<file path="src/rtl/universal_shift_reg_n_pkg.sv">
// Shared definitions for the universal shift register.
// Contents: 3-bit mode encodings (MODE_HOLD..MODE_CLEAR) and the FSM state type.
package universal_shift_pkg;

  localparam logic [2:0] MODE_HOLD  = 3'b000;
  localparam logic [2:0] MODE_SHR   = 3'b001;
  localparam logic [2:0] MODE_SHL   = 3'b010;
  localparam logic [2:0] MODE_ROR   = 3'b011;
  localparam logic [2:0] MODE_ROL   = 3'b100;
  localparam logic [2:0] MODE_LOAD  = 3'b101;
  localparam logic [2:0] MODE_ASR   = 3'b110;
  localparam logic [2:0] MODE_CLEAR = 3'b111;

  typedef enum logic {
    ST_IDLE = 1'b0,
    ST_RUN  = 1'b1
  } state_t;

endpackage

</file>
<file path="src/rtl/universal_shift_reg_n_if.sv">
// Bus interface for universal_shift_reg_n.
// master: controller side (drives mode/load_data/serial inputs/start/shift_cnt,
//         observes out/ser_out_*/busy/done).
// slave:  shift register side.
interface universal_shift_reg_n_if #(
  parameter int unsigned WIDTH = 8,
  parameter int unsigned CNT_W = 4
);
  logic [2:0]       mode;
  logic [WIDTH-1:0] load_data;
  logic             ser_in_left;
  logic             ser_in_right;
  logic             start;
  logic [CNT_W-1:0] shift_cnt;
  logic [WIDTH-1:0] out;
  logic             ser_out_left;
  logic             ser_out_right;
  logic             busy;
  logic             done;

  modport master (
    output mode, load_data, ser_in_left, ser_in_right, start, shift_cnt,
    input  out, ser_out_left, ser_out_right, busy, done
  );

  modport slave (
    input  mode, load_data, ser_in_left, ser_in_right, start, shift_cnt,
    output out, ser_out_left, ser_out_right, busy, done
  );
endinterface

</file>
<file path="src/rtl/universal_shift_reg_n_next_val.sv">
// Combinational next-value function for the universal shift register.
// Ports:
//   cur_i       current register value
//   op_i        3-bit operation (MODE_* encoding)
//   load_i      parallel load value
//   ser_left_i  bit entering at MSB on right-going shifts
//   ser_right_i bit entering at LSB on left-going shifts
//   next_o      register value after applying op_i once
module usr_next_val
  import universal_shift_pkg::*;
#(
  parameter int unsigned WIDTH = 8
) (
  input  logic [WIDTH-1:0] cur_i,
  input  logic [2:0]       op_i,
  input  logic [WIDTH-1:0] load_i,
  input  logic             ser_left_i,
  input  logic             ser_right_i,
  output logic [WIDTH-1:0] next_o
);

  always_comb begin
    next_o = cur_i;
    unique case (op_i)
      MODE_HOLD:  next_o = cur_i;
      MODE_SHR:   next_o = {ser_left_i, cur_i[WIDTH-1:1]};
      MODE_SHL:   next_o = {cur_i[WIDTH-2:0], ser_right_i};
      MODE_ROR:   next_o = {cur_i[0], cur_i[WIDTH-1:1]};
      MODE_ROL:   next_o = {cur_i[WIDTH-2:0], cur_i[WIDTH-1]};
      MODE_LOAD:  next_o = load_i;
      MODE_ASR:   next_o = {cur_i[WIDTH-1], cur_i[WIDTH-1:1]};
      MODE_CLEAR: next_o = '0;
      default:    next_o = cur_i;
    endcase
  end

endmodule

</file>
<file path="src/rtl/universal_shift_reg_n.sv">
// Parametrised universal shift register with counted burst operation.
// Ports:
//   clk    rising-edge clock
//   reset  synchronous active-high reset
//   bus    slave modport: mode, load_data, ser_in_left/right, start, shift_cnt
//          in; out, ser_out_left/right, busy, done out.
// IDLE without start applies the live mode every edge. start with a nonzero
// count latches mode/count and applies that op on the following N edges;
// start with a zero count only pulses done.
module universal_shift_reg_n
  import universal_shift_pkg::*;
#(
  parameter int unsigned WIDTH = 8,
  parameter int unsigned CNT_W = 4
) (
  input  logic                clk,
  input  logic                reset,
  universal_shift_reg_n_if.slave bus
);

  state_t           state_q, state_d;
  logic [WIDTH-1:0] data_q, data_d;
  logic [CNT_W-1:0] cnt_q, cnt_d;
  logic [2:0]       op_q, op_d;
  logic             busy_q, busy_d;
  logic             done_q, done_d;

  logic [2:0]       op_sel;
  logic [WIDTH-1:0] next_val;

  // During a burst the latched op drives the datapath; live mode is ignored.
  assign op_sel = (state_q == ST_RUN) ? op_q : bus.mode;

  usr_next_val #(
    .WIDTH (WIDTH)
  ) u_next_val (
    .cur_i       (data_q),
    .op_i        (op_sel),
    .load_i      (bus.load_data),
    .ser_left_i  (bus.ser_in_left),
    .ser_right_i (bus.ser_in_right),
    .next_o      (next_val)
  );

  always_comb begin
    state_d = state_q;
    data_d  = data_q;
    cnt_d   = cnt_q;
    op_d    = op_q;
    busy_d  = busy_q;
    done_d  = 1'b0;

    unique case (state_q)
      ST_IDLE: begin
        if (bus.start) begin
          // Register is held on the start edge in both the zero and nonzero cases.
          if (bus.shift_cnt == '0) begin
            done_d = 1'b1;
          end else begin
            state_d = ST_RUN;
            op_d    = bus.mode;
            cnt_d   = bus.shift_cnt;
            busy_d  = 1'b1;
          end
        end else begin
          data_d = next_val;
        end
      end
      ST_RUN: begin
        data_d = next_val;
        if (cnt_q == CNT_W'(1)) begin
          state_d = ST_IDLE;
          cnt_d   = '0;
          busy_d  = 1'b0;
          done_d  = 1'b1;
        end else begin
          cnt_d = cnt_q - CNT_W'(1);
        end
      end
      default: begin
        state_d = ST_IDLE;
        busy_d  = 1'b0;
      end
    endcase
  end

  always_ff @(posedge clk) begin
    if (reset) begin
      state_q <= ST_IDLE;
      data_q  <= '0;
      cnt_q   <= '0;
      op_q    <= MODE_HOLD;
      busy_q  <= 1'b0;
      done_q  <= 1'b0;
    end else begin
      state_q <= state_d;
      data_q  <= data_d;
      cnt_q   <= cnt_d;
      op_q    <= op_d;
      busy_q  <= busy_d;
      done_q  <= done_d;
    end
  end

  assign bus.out           = data_q;
  assign bus.ser_out_left  = data_q[WIDTH-1];
  assign bus.ser_out_right = data_q[0];
  assign bus.busy          = busy_q;
  assign bus.done          = done_q;

endmodule
</file>
<file path="src/flat_wrapper.sv">
// flat-port wrapper written by rule: the top's interface ports become plain ports
module universal_shift_reg_n_flat import universal_shift_pkg::*;
#(
  parameter int unsigned WIDTH = 8,
  parameter int unsigned CNT_W = 4
)
  (clk, reset, bus_mode, bus_load_data, bus_ser_in_left, bus_ser_in_right, bus_start, bus_shift_cnt, bus_out, bus_ser_out_left, bus_ser_out_right, bus_busy, bus_done);
  universal_shift_reg_n_if #(.WIDTH(WIDTH), .CNT_W(CNT_W)) bus_i ();
  input  logic clk;
  input  logic reset;
  input wire logic [$bits(bus_i.mode)-1:0] bus_mode;
  input wire logic [$bits(bus_i.load_data)-1:0] bus_load_data;
  input wire logic [$bits(bus_i.ser_in_left)-1:0] bus_ser_in_left;
  input wire logic [$bits(bus_i.ser_in_right)-1:0] bus_ser_in_right;
  input wire logic [$bits(bus_i.start)-1:0] bus_start;
  input wire logic [$bits(bus_i.shift_cnt)-1:0] bus_shift_cnt;
  output wire logic [$bits(bus_i.out)-1:0] bus_out;
  output wire logic [$bits(bus_i.ser_out_left)-1:0] bus_ser_out_left;
  output wire logic [$bits(bus_i.ser_out_right)-1:0] bus_ser_out_right;
  output wire logic [$bits(bus_i.busy)-1:0] bus_busy;
  output wire logic [$bits(bus_i.done)-1:0] bus_done;
  assign bus_i.mode = bus_mode;
  assign bus_i.load_data = bus_load_data;
  assign bus_i.ser_in_left = bus_ser_in_left;
  assign bus_i.ser_in_right = bus_ser_in_right;
  assign bus_i.start = bus_start;
  assign bus_i.shift_cnt = bus_shift_cnt;
  assign bus_out = bus_i.out;
  assign bus_ser_out_left = bus_i.ser_out_left;
  assign bus_ser_out_right = bus_i.ser_out_right;
  assign bus_busy = bus_i.busy;
  assign bus_done = bus_i.done;
  universal_shift_reg_n #(.WIDTH(WIDTH), .CNT_W(CNT_W)) u_core (.clk(clk), .reset(reset), .bus(bus_i));
endmodule
</file>
<file path="config.mk">
export PLATFORM = sky130hd
export DESIGN_NAME = universal_shift_reg_n_flat
export DESIGN_NICKNAME = d
export VERILOG_FILES = /design/src/rtl/universal_shift_reg_n_pkg.sv /design/src/rtl/universal_shift_reg_n_if.sv /design/src/rtl/universal_shift_reg_n_next_val.sv /design/src/rtl/universal_shift_reg_n.sv /design/src/flat_wrapper.sv
export SDC_FILE = /design/constraint.sdc
export NUM_CORES = 1
export LEC_CHECK = 0
export BUFFER_PORTS_ARGS = -buffer_cell sky130_fd_sc_hd__buf_2
export CORE_MARGIN = 2
export CORE_UTILIZATION = 55
export CTS_BUF_LIST = sky130_fd_sc_hd__clkbuf_8 sky130_fd_sc_hd__clkbuf_16
export CTS_CLUSTER_SIZE = 8
export DETAILED_ROUTE_END_ITERATION = 8
export PLACE_DENSITY_LB_ADDON = 0.15
export SLEW_MARGIN = 5
export SYNTH_ARGS = -nofsm -noshare
export SYNTH_HDL_FRONTEND = slang
export SYNTH_SLANG_ARGS = --single-unit
export TNS_END_PERCENT = 1
</file>
<file path="constraint.sdc">
create_clock -name clk -period 3.7 [get_ports clk]
set_input_delay 0.555 -clock clk [delete_from_list [all_inputs] [get_ports clk]]
set_output_delay 0.555 -clock clk [all_outputs]
set_load 0.03 [all_outputs]
</file>
# After elaboration in Yosys (flattened, before gate mapping)
# Index checks and enable logic that the tools add are counted.
# word_totals
register_bits	18
elab_cells	46
# classes
reduce_logical	5
n_addsub	1
mux	20
bitwise_logic	2
n_eq_ne	12
# ops
operator	count
$pmux W8 S8	1
$pmux W8 S2	1
$eq A3 B3 Y1 const B	4
$mux W4	3
$mux W1	9
$mux W8	1
$ne A2 B2 Y1 const B	4
$pmux W4 S2	1
$eq A3 B2 Y1 const B	2
$pmux W1 S2	3
$reduce_and A3 Y1	2
$eq A4 B1 Y1 const B	1
$logic_not A4 Y1	1
$sub A4 B1 Y4 const B	1
$eq A3 B1 Y1 const B	1
$logic_not A3 Y1	1
$mux W3	1
$not A1 Y1	2
$reduce_and A2 Y1	1

# Depth between registers and ports, before layout
# logic_depth
word_depth	5
mapped_depth	7
ltp_nobuf	6

# Cells and area by module
# From an unflattened synthesis, not the netlist that was laid out.
# unflattened
cells_unflattened	183
hier_area_um2	1337.5
# modules_own_cells
module	cells_per_inst	n_inst	seq_area_each_um2	area_each_um2
universal_shift_reg_n	101	1	360.3	834.6
usr_next_val	82	1	0.0	503.0

# Worst setup path before layout
# Ideal clock, no wire load.
# synth_timing
kind	in2reg
startpoint	input bus_mode[1]
endpoint	register u_core.data_q[6], in the netlist u_core.bus.out[6]
stages	5
setup_slack_ns	2.155
setup_time_ns	0.091
arrival_ns	1.454
path_cell_list	mux2_4 buf_6 a21oi_2 o21ai_0 a311oi_1
# synth_via
elab_chain_cells	5
# synth_lines
item	line	rtl
start: declaration	flat_wrapper.sv:11	input wire logic [$bits(bus_i.mode)-1:0] bus_mode;
$mux W3 *	universal_shift_reg_n.sv:32	assign op_sel = (state_q == ST_RUN) ? op_q : bus.mode;
$eq A3 B3 Y1, or another cell as far along	universal_shift_reg_n_next_val.sv:24	unique case (op_i)
$pmux W8 S8 *	universal_shift_reg_n_next_val.sv:24	
$mux W8	universal_shift_reg_n.sv:55	if (bus.start) begin
$pmux W8 S2 *	universal_shift_reg_n.sv:53	unique case (state_q)
end signal: assignment	universal_shift_reg_n.sv:97	data_q <= data_d;
end: declaration	universal_shift_reg_n.sv:22	logic [WIDTH-1:0] data_q, data_d;
# Every way passes the cells marked *; elsewhere a longest branch is shown, timed or not. The select of a mux whose other input is x is not followed.
# A chain may end at the register's enable or synchronous reset.

# Worst setup path in the final report
# layout_timing
startpoint	register u_core.state_q
endpoint	register u_core.data_q[3], in the netlist u_core.bus.out[3]
# layout_via
elab_chain_cells	5
# layout_lines
item	line	rtl
start: declaration	universal_shift_reg_n.sv:21	state_t state_q, state_d;
start signal: assignment	universal_shift_reg_n.sv:96	state_q <= state_d;
$mux W3	universal_shift_reg_n.sv:32	
$eq A3 B3 Y1, or another cell as far along	universal_shift_reg_n_next_val.sv:24	
$pmux W8 S8	universal_shift_reg_n_next_val.sv:24	
$mux W8	universal_shift_reg_n.sv:55	
$pmux W8 S2	universal_shift_reg_n.sv:53	
# Parallel ways exist; a longest one is shown, timed or not. The select of a mux whose other input is x is not followed.

==> reports/qor.yml <==
floorplanning:
  core_area_um2: 1960
  io_pins: 32
  die_h_um: 49.7
  die_w_um: 49.7
  fp.dieArea_um2: 2470
  start_util: 0.585
  row_count: 16
yosys:
  syn_nets: 157
  synthAdderAreaFrac: 0.0218
  ys_types: 43
  synth_top_family_by_area: "compound AO/OA/AOI/OAI gates"
  synth_flop_cell: "dfxtp_1"
  ys.warnings.count: 0
  synthArstFlopShare: 0
  ys_seq_area_frac: 0.314
  synth_cells: 135
  synth-compound-area-share: 0.317
  synth-xor-area-share: 0.00763
  synth_edf_count: 0
  syn_avg_cell_area_um2: 8.50
  ys_ff_latch: 18
  netlist_area_um2: 1150
  synthSimpleGateAreaFrac: 0.162
  synthMuxAreaShare: 0.101
routing:
  postRouteWirelength_um: 2750
  wl_per_cell_um: 14.8
  drt_iter0_markers: 41
  highest_layer: "met4"
  drcViolationCount: 0
  via_per_inst: 6.17
  dr.pass1.iters: 4
  wl_met3_um: 202
  m1WireLength_um: 1190
  num_vias: 1148
  ant_nets: 0
  met2_length_um: 1340
clock_network:
  cts_tree: "done"
  cts_hold_buffers: 0
  htreeDepth: 1
  clockBufferDepth: 2
  path_clk_slew_ns: 0.07
  clock-sinks: 18
  cts_resized: 0
  numCtsBuffers: 3
  cts_root_buf: "clkbuf_8"
  post_cts.repair.setup_buffers: 0
  clk_latency_ns: 0.25
timing:
  period_share: 0.562
  tns_ns: 0
  fmax_mhz: 481
  worst_slew_pin_slew_ns: 0.873
  hold_viol_final: 0
  drv_slew: 0
  finClkSkew_ns: 0.00435
  relSlewSlack: 0.416
  hold_ws_ns: 0.499
  period_needed_ns: 2.08
  setup_violations: 0
  rsz0062_at_grt: "false"
global_route:
  grt_pass1_vias: 1004
  grtUsageTotal: 0.239
  antenna_found_initial: 0
  grt_first_pass_wirelength_um: 4670
  grt_start_max_net_pins: 20
  overflow: 0
worst_setup_path:
  critical_path_required_ns: 3.86
  critPathMaxFanout: 15
  critPathKind: "register to register"
  worst_setup_path_start_kind: "register"
  end_kind: "register"
  critPathArrivalTime_ns: 2.24
power:
  leakagePower_nw: 0.529
  seq_power_share: 0.428
  switching_share: 0.360
  p_sw_w: 0.000201
  ir_worst_vdd_uv: 225
  pwr-share-clk: 0.245
  combPwrFrac: 0.328
  power.density_nw_per_um2: 427
  intPower_w: 0.000358
place:
  place.gp.congestion: 0.848
  place_area_um2: 1270
  portBuffers: 31
  dp_hpwl_um: 1970
  placed_cells: 183
finish:
  antenna_cells: 0
  fin_nets: 183
  fillerInstances: 182
  area_delta_synth_final_pct: 14.2
  stdcell_count: 186
  fin_area_um2: 1310
  utilization: 0.668
  drive_gt1_frac: 0.270
worst_hold_path:
  hp-class: "register to register"
flow_run:
  maxCapViolCount: 0
outcome:
  run_status: "completed"
-- path summary, 6_finish.rpt --
kind	slack, ns	endpoint	depth (start not counted)	startpoint
worst max-delay path	1.62	u_core.bus.out[3]	4	u_core.state_q
worst min-delay path	0.50	u_core.cnt_q[3]	2	u_core.cnt_q[3]
worst max register to register	1.62	u_core.bus.out[3]	4	u_core.state_q
worst min register to register	0.50	u_core.cnt_q[3]	2	u_core.cnt_q[3]
-- layout make-up --
type / count / area (µm²) / share of cell area
inverters: 5 / 18.8 / 0.0143
repair buffers: 31 / 155 / 0.118
multi-input cells: 102 / 701 / 0.535
flip-flops and latches: 18 / 360 / 0.275
well taps: 27 / 33.8 / 0.0258
clock buffers: 3 / 41.3 / 0.0315
-- power by group through the flow --
| stage | clock [W] | sequential (W) | combinational, W |
|---|---|---|---|
| 5_1_grt | 0.000151 | 0.000242 | 0.000200 |
| 3_5_place_dp | 0 | 0.000242 | 0.000180 |
| 3_3_place_gp | 0 | 0.000241 | 0.000176 |
| 6_report | 0.000137 | 0.000239 | 0.000183 |
| 2_1_floorplan | 0 | 0.000258 | 0.000125 |
| 4_1_cts | 0.000137 | 0.000238 | 0.000182 |
-- state kept, by name, indices dropped and copies added (netlist names) --
register	count
u_core.cnt_q	4
u_core.state_q	1
u_core.bus.out	8
u_core.op_q	3
u_core.bus.done	1
u_core.bus.busy	1
-- layout by cell type (no fill, tap or decap), types with 2 or more instances in the layout --
cell / instances
a21boi_0: 6
a21oi_1: 15
a211oi_1: 3
ha_1: 2
o21ai_0: 14
a311oi_1: 6
buf_2: 31
nor2_1: 14
nand2_1: 3
nand3_1: 2
mux2i_1: 5
nor3_1: 6
clkbuf_8: 3
mux2_4: 2
inv_1: 5
dfxtp_1: 18
-- per-layer routing --
layer / vias to the layer above / GRT usage
met5: - / 0
met4: 0 / 0.0694
met3: 2 / 0.0485
met2: 53 / 0.400
met1: 540 / 0.309
li1: 553 / -
-- kinds of logic after synthesis --
kind of cell / after synthesis
AO/OA/AOI/OAI: 55
XOR/XNOR: 1
adder cells (fa/ha/maj): 2
buffers and inverters: 15
flip-flops: 18
multiplexers: 9
AND/OR/NAND/NOR: 35
-- synth_stat cells, types with 2 or more instances --
library cell  number  area share
dfxtp_1           18        0.31
a21oi_1           15       0.065
nor2_1            14       0.046
o21ai_0           14       0.061
a21boi_0           6       0.039
a311oi_1           6       0.046
nor3_1             6       0.026
inv_1              5       0.016
mux2i_1            5       0.044
a211oi_1           3       0.020
buf_2              3       0.013
buf_4              3       0.020
nand2_1            3      0.0098
buf_6              2       0.020
ha_1               2       0.022
mux2_4             2       0.026
nand3_1            2      0.0087
-- metrics by stage --
step / setup WS, ns / total power (W)
global placement: 1.73 / 0.000418
floorplan: 2.16 / 0.000383
global route: 1.41 / 0.000593
finish: 1.62 / 0.000559
CTS: 1.63 / 0.000556
detailed placement: 1.66 / 0.000423
-- critical path: stages, from the launching register on --
cell      delay, ns
dfxtp_1        0.72
mux2i_4        0.56
and3_1         0.34
o21ai_0        0.14
a311oi_1       0.22
Power figures use the tool's default switching activity.
